**src/rtl/prbs_err_link_pkg.sv**
```systemverilog
// Shared constants for the PRBS7 error-injection link stage.
// Tap positions, defaults, checker state codes and BCD ceiling.
package prbs_err_link_pkg;

   localparam int         TAP_A    = 6;
   localparam int         TAP_B    = 5;
   localparam logic [6:0] DEF_SEED = 7'h7F;
   localparam int         DEF_LOL  = 8;

   localparam logic [0:0] ST_HUNT  = 1'b0;
   localparam logic [0:0] ST_LOCK  = 1'b1;

   localparam logic [15:0] BCD_MAX = 16'h9999;

   function automatic logic prbs7_fb(input logic [6:0] s);
      return s[TAP_A] ^ s[TAP_B];
   endfunction

endpackage

```
**src/rtl/prbs_err_link_if.sv**
```systemverilog
// Bit-stream, injection and status bundle of the error-injection link.
// The master side drives stimulus; the slave side is the link stage.
interface prbs_err_link_if;

   logic        EN;
   logic        ERROR;
   logic        BTN;
   logic        RX_EN;
   logic        RX_BIT;
   logic        CLR;
   logic        TX_BIT;
   logic        LOCK;
   logic        ERR_FLAG;
   logic [15:0] ERR_CNT;

   modport master (
      output EN, ERROR, BTN, RX_EN, RX_BIT, CLR,
      input  TX_BIT, LOCK, ERR_FLAG, ERR_CNT
   );

   modport slave (
      input  EN, ERROR, BTN, RX_EN, RX_BIT, CLR,
      output TX_BIT, LOCK, ERR_FLAG, ERR_CNT
   );

endinterface

```
**src/rtl/prbs_err_link_bcd_sat_cnt4.sv**
```systemverilog
// Four-digit BCD counter that saturates at 9999.
// Clear wins over increment in the same cycle.
module bcd_sat_cnt4
   import prbs_err_link_pkg::*;
(
   input  logic        i_clk,
   input  logic        i_rst,
   input  logic        i_inc,
   input  logic        i_clr,
   output logic [15:0] o_cnt
);

   logic [15:0] r_cnt;
   logic [15:0] w_nxt;

   // Ripple carry: each digit wrapping 9->0 bumps the next one
   always_comb begin
      logic c;
      w_nxt = r_cnt;
      c     = 1'b1;
      for (int i = 0; i < 4; i++) begin
         if (c) begin
            if (r_cnt[4*i +: 4] == 4'd9) begin
               w_nxt[4*i +: 4] = 4'd0;
            end else begin
               w_nxt[4*i +: 4] = r_cnt[4*i +: 4] + 4'd1;
               c               = 1'b0;
            end
         end
      end
   end

   always_ff @(posedge i_clk or posedge i_rst) begin
      if (i_rst) begin
         r_cnt <= '0;
      end else if (i_clr) begin
         r_cnt <= '0;
      end else if (i_inc && (r_cnt != BCD_MAX)) begin
         r_cnt <= w_nxt;
      end
   end

   assign o_cnt = r_cnt;

endmodule

```
**src/rtl/prbs_err_link.sv**
```systemverilog
// PRBS7 generator with single-bit error injection and a locking
// receive checker that counts bit errors in BCD.
module prbs_err_link
   import prbs_err_link_pkg::*;
#(
   parameter int         LOL_THRESH = DEF_LOL,
   parameter logic [6:0] SEED       = DEF_SEED
) (
   input logic            CLK,
   input logic            RST,
   prbs_err_link_if.slave bus
);

   localparam int RW = $clog2(LOL_THRESH + 1);

   logic [1:0]    r_sync;
   logic          r_btn_d;
   logic          w_btn_pls;
   logic          w_req;

   logic [6:0]    r_lfsr;
   logic          w_nb;
   logic          r_pend;
   logic          r_tx;

   logic [0:0]    r_state;
   logic [6:0]    r_sr;
   logic [2:0]    r_bcnt;
   logic [RW-1:0] r_run;
   logic          w_exp;
   logic          w_mis;
   logic          r_flag;

   assign w_btn_pls = r_sync[1] & ~r_btn_d;
   assign w_req     = bus.ERROR | w_btn_pls;
   assign w_nb      = prbs7_fb(r_lfsr);
   assign w_exp     = prbs7_fb(r_sr);
   assign w_mis     = bus.RX_EN & (r_state == ST_LOCK)
                    & (bus.RX_BIT != w_exp);

   always_ff @(posedge CLK or posedge RST) begin
      if (RST) begin
         r_sync  <= '0;
         r_btn_d <= 1'b0;
      end else begin
         r_sync  <= {r_sync[0], bus.BTN};
         r_btn_d <= r_sync[1];
      end
   end

   // A request arriving on a consuming cycle stays pending for the next bit
   always_ff @(posedge CLK or posedge RST) begin
      if (RST) begin
         r_lfsr <= SEED;
         r_tx   <= 1'b0;
         r_pend <= 1'b0;
      end else if (bus.EN) begin
         r_lfsr <= {r_lfsr[5:0], w_nb};
         r_tx   <= w_nb ^ r_pend;
         r_pend <= w_req;
      end else begin
         r_pend <= r_pend | w_req;
      end
   end

   always_ff @(posedge CLK or posedge RST) begin
      if (RST) begin
         r_state <= ST_HUNT;
         r_sr    <= '0;
         r_bcnt  <= '0;
         r_run   <= '0;
         r_flag  <= 1'b0;
      end else begin
         r_flag <= w_mis;
         if (bus.RX_EN) begin
            case (r_state)
               ST_HUNT: begin
                  r_sr <= {r_sr[5:0], bus.RX_BIT};
                  if (r_bcnt == 3'd6) begin
                     r_state <= ST_LOCK;
                     r_bcnt  <= '0;
                     r_run   <= '0;
                  end else begin
                     r_bcnt <= r_bcnt + 3'd1;
                  end
               end
               default: begin
                  // Locked: reference runs free, never reloaded from RX
                  r_sr <= {r_sr[5:0], w_exp};
                  if (w_mis) begin
                     if (r_run == RW'(LOL_THRESH - 1)) begin
                        r_state <= ST_HUNT;
                        r_bcnt  <= '0;
                        r_run   <= '0;
                     end else begin
                        r_run <= r_run + RW'(1);
                     end
                  end else begin
                     r_run <= '0;
                  end
               end
            endcase
         end
      end
   end

   bcd_sat_cnt4 u_cnt (
      .i_clk (CLK),
      .i_rst (RST),
      .i_inc (w_mis),
      .i_clr (bus.CLR),
      .o_cnt (bus.ERR_CNT)
   );

   assign bus.TX_BIT   = r_tx;
   assign bus.LOCK     = (r_state == ST_LOCK);
   assign bus.ERR_FLAG = r_flag;

endmodule

```
**src/flat_wrapper.sv**
```systemverilog
// flat-port wrapper written by rule: the top's interface ports become plain ports
module prbs_err_link_flat import prbs_err_link_pkg::*;
#(
   parameter int         LOL_THRESH = DEF_LOL,
   parameter logic [6:0] SEED       = DEF_SEED
)
  (CLK, RST, bus_EN, bus_ERROR, bus_BTN, bus_RX_EN, bus_RX_BIT, bus_CLR, bus_TX_BIT, bus_LOCK, bus_ERR_FLAG, bus_ERR_CNT);
  prbs_err_link_if bus_i ();
  input logic CLK;
  input logic RST;
  input wire logic [$bits(bus_i.EN)-1:0] bus_EN;
  input wire logic [$bits(bus_i.ERROR)-1:0] bus_ERROR;
  input wire logic [$bits(bus_i.BTN)-1:0] bus_BTN;
  input wire logic [$bits(bus_i.RX_EN)-1:0] bus_RX_EN;
  input wire logic [$bits(bus_i.RX_BIT)-1:0] bus_RX_BIT;
  input wire logic [$bits(bus_i.CLR)-1:0] bus_CLR;
  output wire logic [$bits(bus_i.TX_BIT)-1:0] bus_TX_BIT;
  output wire logic [$bits(bus_i.LOCK)-1:0] bus_LOCK;
  output wire logic [$bits(bus_i.ERR_FLAG)-1:0] bus_ERR_FLAG;
  output wire logic [$bits(bus_i.ERR_CNT)-1:0] bus_ERR_CNT;
  assign bus_i.EN = bus_EN;
  assign bus_i.ERROR = bus_ERROR;
  assign bus_i.BTN = bus_BTN;
  assign bus_i.RX_EN = bus_RX_EN;
  assign bus_i.RX_BIT = bus_RX_BIT;
  assign bus_i.CLR = bus_CLR;
  assign bus_TX_BIT = bus_i.TX_BIT;
  assign bus_LOCK = bus_i.LOCK;
  assign bus_ERR_FLAG = bus_i.ERR_FLAG;
  assign bus_ERR_CNT = bus_i.ERR_CNT;
  prbs_err_link #(.LOL_THRESH(LOL_THRESH), .SEED(SEED)) u_core (.CLK(CLK), .RST(RST), .bus(bus_i));
endmodule
```
**config.mk**
```make
export PLATFORM = sky130hd
export DESIGN_NAME = prbs_err_link_flat
export DESIGN_NICKNAME = d
export VERILOG_FILES = /design/src/rtl/prbs_err_link_pkg.sv /design/src/rtl/prbs_err_link_if.sv /design/src/rtl/prbs_err_link_bcd_sat_cnt4.sv /design/src/rtl/prbs_err_link.sv /design/src/flat_wrapper.sv
export SDC_FILE = /design/constraint.sdc
export NUM_CORES = 1
export LEC_CHECK = 0
export BUFFER_PORTS_ARGS = -buffer_cell sky130_fd_sc_hd__clkbuf_2
export CAP_MARGIN = 20
export CELL_PAD_IN_SITES_DETAIL_PLACEMENT = 0
export CELL_PAD_IN_SITES_GLOBAL_PLACEMENT = 1
export CORE_ASPECT_RATIO = 1.25
export CORE_UTILIZATION = 45
export DETAILED_ROUTE_END_ITERATION = 8
export HOLD_SLACK_MARGIN = 0.1
export PLACE_DENSITY_LB_ADDON = 0.3
export SYNTH_ARGS = -nofsm -noshare
export SYNTH_HDL_FRONTEND = slang
export SYNTH_SLANG_ARGS = --single-unit
export TNS_END_PERCENT = 100
```
**constraint.sdc**
```tcl
create_clock -name CLK -period 2.3 [get_ports CLK]
set_clock_uncertainty 0.1 [all_clocks]
set_input_delay 0.345 -clock CLK [delete_from_list [all_inputs] [get_ports CLK]]
set_output_delay 0.345 -clock CLK [all_outputs]
set_load 0.01 [all_outputs]
```
### Word level (Yosys, flattened, before mapping)

Index checks and enable logic that the tools add are counted.

| storage, ports and cells | value |
|---|---|
| register bits | 44 |
| output and inout port bits | 19 |

| cells by class | value |
|---|---|
| $add $sub $neg | 6 |
| equal/unequal tests | 10 |
| mux-type cells | 28 |
| bitwise operators | 9 |
| reductions and logical operators | 11 |

Operator list:

| kind | number |
|---|---|
| $mux W4 | 11 |
| $mux W16 | 2 |
| $add A4 B1 Y4 const B | 5 |
| $eq A4 B4 Y1 const B | 4 |
| $ne A16 B16 Y1 const B | 1 |
| $mux W3 | 4 |
| $mux W1 | 11 |
| $reduce_bool A2 Y1 | 5 |
| $reduce_and A2 Y1 | 4 |
| $eq A4 B3 Y1 const B | 1 |
| $ne A2 B2 Y1 const B | 2 |
| $add A3 B1 Y3 const B | 1 |
| $and A1 B1 Y1 | 3 |
| $eq A3 B3 Y1 const B | 1 |
| $reduce_and A3 Y1 | 1 |
| $xor A1 B1 Y1 | 3 |
| $or A1 B1 Y1 | 2 |
| $logic_and A1 B1 Y1 | 1 |
| $ne A1 B1 Y1 | 1 |
| $not A1 Y1 | 1 |

### Longest topological paths before layout

| logic depth | value |
|---|---|
| word-level depth | 7 |
| gate-level depth with buffers | 8 |
| mapped depth without buffers | 6 |

### Cells and area by module

A second synthesis with hierarchy kept.

| unflattened totals | value |
|---|---|
| cells, all modules | 197 |
| area total of the unflattened synthesis | 2213.4 µm² |

Modules (own cells, without submodules):

| module | instances | cells an instance | area each (µm²) |
|---|---|---|---|
| prbs_err_link | 1 | 94 | 1222.4 |
| bcd_sat_cnt4 | 1 | 103 | 991.0 |

### Least setup slack after synthesis

Ideal clock, no wire load.

| timing path | value |
|---|---|
| path type | reg-to-reg |
| start point | register u_core.u_cnt.r_cnt[1], in the netlist u_core.u_cnt.o_cnt[1] |
| end point | register u_core.u_cnt.r_cnt[12], in the netlist u_core.u_cnt.o_cnt[12] |
| setup time | 0.125 ns |
| arrival | 1.655 ns |
| slack | 0.420 ns |
| stages on the path, launching flop included | 9 |
| buffers on the path | 2 |
| clock period less this slack | 1.880 ns |
| cell sequence | dfrtp_1 -> inv_1 -> ha_1 -> and3b_1 -> buf_2 -> nand4_4 -> buf_6 -> nor2_1 -> mux2_2 |

| between the ends | value |
|---|---|
| longest elaborated chain between the ends | 6 |
| elaborated cells between the ends (all ways) | 9 |
| classes of those cells | eq/ne (2); mux (3); reduce/logical (4) |

RTL lines:

| element | RTL line | RTL |
|---|---|---|
| start: declaration | prbs_err_link_bcd_sat_cnt4.sv:13 | `logic [15:0] r_cnt;` |
| start signal: assignment | prbs_err_link_bcd_sat_cnt4.sv:39 | `r_cnt <= w_nxt;` |
| $eq A4 B4 Y1 | prbs_err_link_bcd_sat_cnt4.sv:23 | `if (r_cnt[4*i +: 4] == 4'd9) begin` |
| $mux W1 | prbs_err_link_bcd_sat_cnt4.sv:23 |  |
| $mux W1 (2 in a row) | prbs_err_link_bcd_sat_cnt4.sv:22 | `if (c) begin` |
| $reduce_bool A2 Y1 (no line) | - |  |
| $reduce_and A2 Y1 (no line) * | - |  |

Every way passes the cells marked *; elsewhere a longest branch is shown, timed or not.
A chain may end at the register's enable or synchronous reset.

### Worst setup path in the final report

| timing path | value |
|---|---|
| start point | register u_core.u_cnt.r_cnt[1], in the netlist u_core.u_cnt.o_cnt[1] |
| end point | register u_core.u_cnt.r_cnt[14], in the netlist u_core.u_cnt.o_cnt[14] |

The elaborated chain is that of the path after synthesis.

==> summary.txt <==
Power and ir drop
  • VDD IR max: ~330 uV
  • PD cells: 962 nW/um^2
  • Static Leak: between 1 and 1.5 nW

Timing
  • Setup ws final: 0.270 ns
  • Fmax: 0.493 GHz
  • Fin crit share: 88.3%
  • Final hold violation count: 0
  • Max-slew headroom: between 60 and 70%
  • Setup_tns: 0 ns
  • Unrepaired setup endpoints after global routing: no
  • Pins Over Slew Limit: 0
  • Worst slew pin tran: 0.549 ns
  • Final setup violation count: 0
  • Post-route minimum period: approximately 2.0 ns

Yosys
  • Post-synth EDFFs: 0
  • Mapped cell area: 2200 sq um
  • Synth top area share: 42.2%
  • Netlist cell types: 39
  • Number of synthesized register bits: 44
  • Syn Area/Cell: 10.9 sq um
  • Main synth FF type: dfrtp_1
  • Ys async rst share: 100%
  • Area contributors post-synth: dfrtp_1, dfstp_2, mux2_2
  • Sequential fraction of the synthesis area: about 51%
  • Total number of yosys warnings: 0
  • Synth area leader: dfrtp_1
  • Cells after Synth: 201
  • Synth Net Count: approximately 220

Worst setup path
  • Reg2Reg Depth: 6
  • Nature of the critical path endpoint: register
  • Required @ worst endpoint: between 2 and 2.5 ns
  • CP Data Arrival Time: 2.14 ns
  • Critical path peak fanout: 13
  • Worst setup SP type: register
  • CP Class: register to register

Placement
  • PortBufs: 26
  • Post-DP HPWL: 2.69 mm
  • Placer Congestion: 0.714
  • Post-Place Cells: 280
  • DP Worst Slack: 0.259 ns

Clocking
  • Root Buffer: clkbuf_8
  • Reg clk slew, reported paths: 0.08 ns
  • CTS tree: done
  • Skew-Pair Late Insertion Delay: 0.29 ns
  • CTS Sinks: 44
  • Clock Path Buffers: 2
  • CTS HTree Levels: 2
  • CTS Buf Count: 5

Floorplan
  • Starting Density: 46.4%
  • I/O pins: 27
  • Row count: 28
  • Core area: 4730 sq um
  • Die span in x: 64.5 microns
  • Die area: 5160 sq um
  • DIE HEIGHT: approximately 80 microns

Global routing
  • Largest net degree at the start of global routing: 45
  • Vias in the first global route: between 1000 and 1500
  • Initial antenna violation count: 0
  • Global-route wire length before repair: between 6 and 7 mm
  • GRT Resource Usage Total: 17.1%
  • Total global routing overflow: 0

Routing
  • Post-DR wirelength/cell: 13.2 microns
  • Detail Route Antenna Nets: 0
  • Vias: 1519
  • DR pass1 iterations: 3
  • Final WL: 3.83 mm
  • Vias per Instance: 5.24
  • Initial DRC Count: 59
  • DR DRC count: 0

Finish
  • Layout Nets: between 200 and 250
  • Layout cells sized above 1: between 20% and 30%
  • # diodes: 0
  • Fin cells: 290
  • # fillers: 462
  • Synth-to-Final Area Change: 12.5%
  • Core Util, Final: 52.2%

Job
  • Max_cap viols: 0

Worst hold path
  • Cell count of the worst hold path: 3
  • Hold Path Class: input pin to register

Outcome
  • Status: completed
## stage by stage
| step | total power [mW] | area (sq um) | hold slack [ns] |
|---|---|---|---|
| 3_5_place_dp | 1.94 | 2370 | 0.236 |
| 2_1_floorplan | 1.77 | 2200 | 0.231 |
| 3_3_place_gp | 1.92 | 2370 | 0.233 |
| 6_report | 2.38 | 2470 | 0.163 |
| 4_1_cts | 2.41 | 2470 | 0.159 |
| 5_1_grt | 2.56 | 2470 | 0.204 |
## report_power, final
group	internal [mW]	total [mW]	switching, mW	leakage (nW)
Clock	0.213	0.455	0.242	0.0422
Sequential	1.03	1.21	0.182	0.547
Combinational	0.381	0.708	0.327	0.508
Total	1.63	2.38	0.751	1.10
## cell usage after synthesis, types with 4 or more instances
| library cell | instances |
|---|---|
| buf_2 | 4 |
| or3_1 | 10 |
| dfstp_2 | 7 |
| dfrtp_1 | 37 |
| mux2_2 | 16 |
| o21ai_0 | 15 |
| nand3_1 | 5 |
| ha_1 | 9 |
| nor3_1 | 4 |
| nand2_1 | 11 |
| inv_1 | 11 |
| a21oi_1 | 14 |
| clkbuf_1 | 4 |
| nand3b_1 | 5 |
| nor2_1 | 12 |
| a31oi_1 | 4 |
## per-layer routing
metal	GRT usage (%)	vias to the layer above	wire length (microns)	share of wire, %
li1	-	770	-	-
met1	23.0	724	1830	48
met2	27.8	21	1840	48
met3	3.98	4	122	3.2
met4	4.00	0	32	0.84
met5	0	-	0	0
## cells in the final DEF, fill, tap and decap left out, types with 2 or more instances in the layout
master          n
o2bb2ai_1       2
nand4_1         3
nand2_1        11
dfstp_2         7
xnor2_1         3
nor2_1         12
inv_1          10
a21o_1          2
ha_1            9
dfrtp_1        37
dlygate4sd3_1   2
or3_1          10
o21ai_0        15
a21oi_1        14
and3b_1         3
clkbuf_8        5
nand3b_1        5
a22o_1          2
a31oi_1         4
clkbuf_1        2
nor2b_1         2
clkbuf_2       26
mux2_2         16
nor3_1          4
buf_4           2
nand3_1         5
## final timing paths
| check | start | to | slack (ns) |
|---|---|---|---|
| hold reg to reg | u_core.r_sync[0]$_DFF_PP0_ | u_core.r_sync[1]$_DFF_PP0_ | 0.25 |
| min in group asynchronous | RST | u_core.u_cnt.o_cnt[15]$_DFFE_PP0P_ | 0.61 |
| hold / removal | bus_ERROR | u_core.r_pend$_DFF_PP0_ | 0.16 |
| setup / recovery | u_core.u_cnt.o_cnt[1]$_DFFE_PP0P_ | u_core.u_cnt.o_cnt[14]$_DFFE_PP0P_ | 0.27 |
| setup reg to reg | u_core.u_cnt.o_cnt[1]$_DFFE_PP0P_ | u_core.u_cnt.o_cnt[14]$_DFFE_PP0P_ | 0.27 |
| max in group asynchronous | RST | u_core.r_lfsr[6]$_DFFE_PP1P_ | 1.11 |
## critical path, stage by stage, from the launching register on
cell     delay [ns]
dfrtp_1        0.42
inv_1          0.07
ha_1           0.15
and3b_1        0.32
nand4_4        0.21
or4b_1         0.54
a21oi_1        0.15
## state kept, by name (all words and copies together) (netlist names)
signal               flops
u_core.r_lfsr            7
u_core.r_sync            2
u_core.bus.TX_BIT        1
u_core.r_btn_d           1
u_core.bus.ERR_FLAG      1
u_core.r_run             4
u_core.r_pend            1
u_core.r_sr              7
u_core.r_bcnt            3
u_core.bus.LOCK          1
u_core.u_cnt.o_cnt      16
## logic make-up after synthesis
group | share of synthesized area, %
xor gates and xnor gates | 3.53
muxes | 8.66
and+or+nand+nor | 16.8
DFF | 50.5
AOI/OAI and AO/OA | 11.4
buffers and inverters | 3.99
adders and majority gates | 5.13
## area by class of cell
type	count	area, sq um	share of cell area, %
multi-input combinational	137	998	40.4
clock inverter	1	5.00	0.203
clock buffer	7	76.3	3.09
inverter	11	41.3	1.67
sequential	44	1110	44.9
timing repair buffer	30	165	6.68
tap	60	75.1	3.04
## timing repair
| item | in CTS | in global routing |
|---|---|---|
| setup buffers | 0 | 0 |
| gates resized for setup | 0 | 0 |
| hold buffers | 2 | 0 |
| endpoints found under the hold margin | 38 | 0 |
Note: power is estimated with default switching activity, not from simulation.
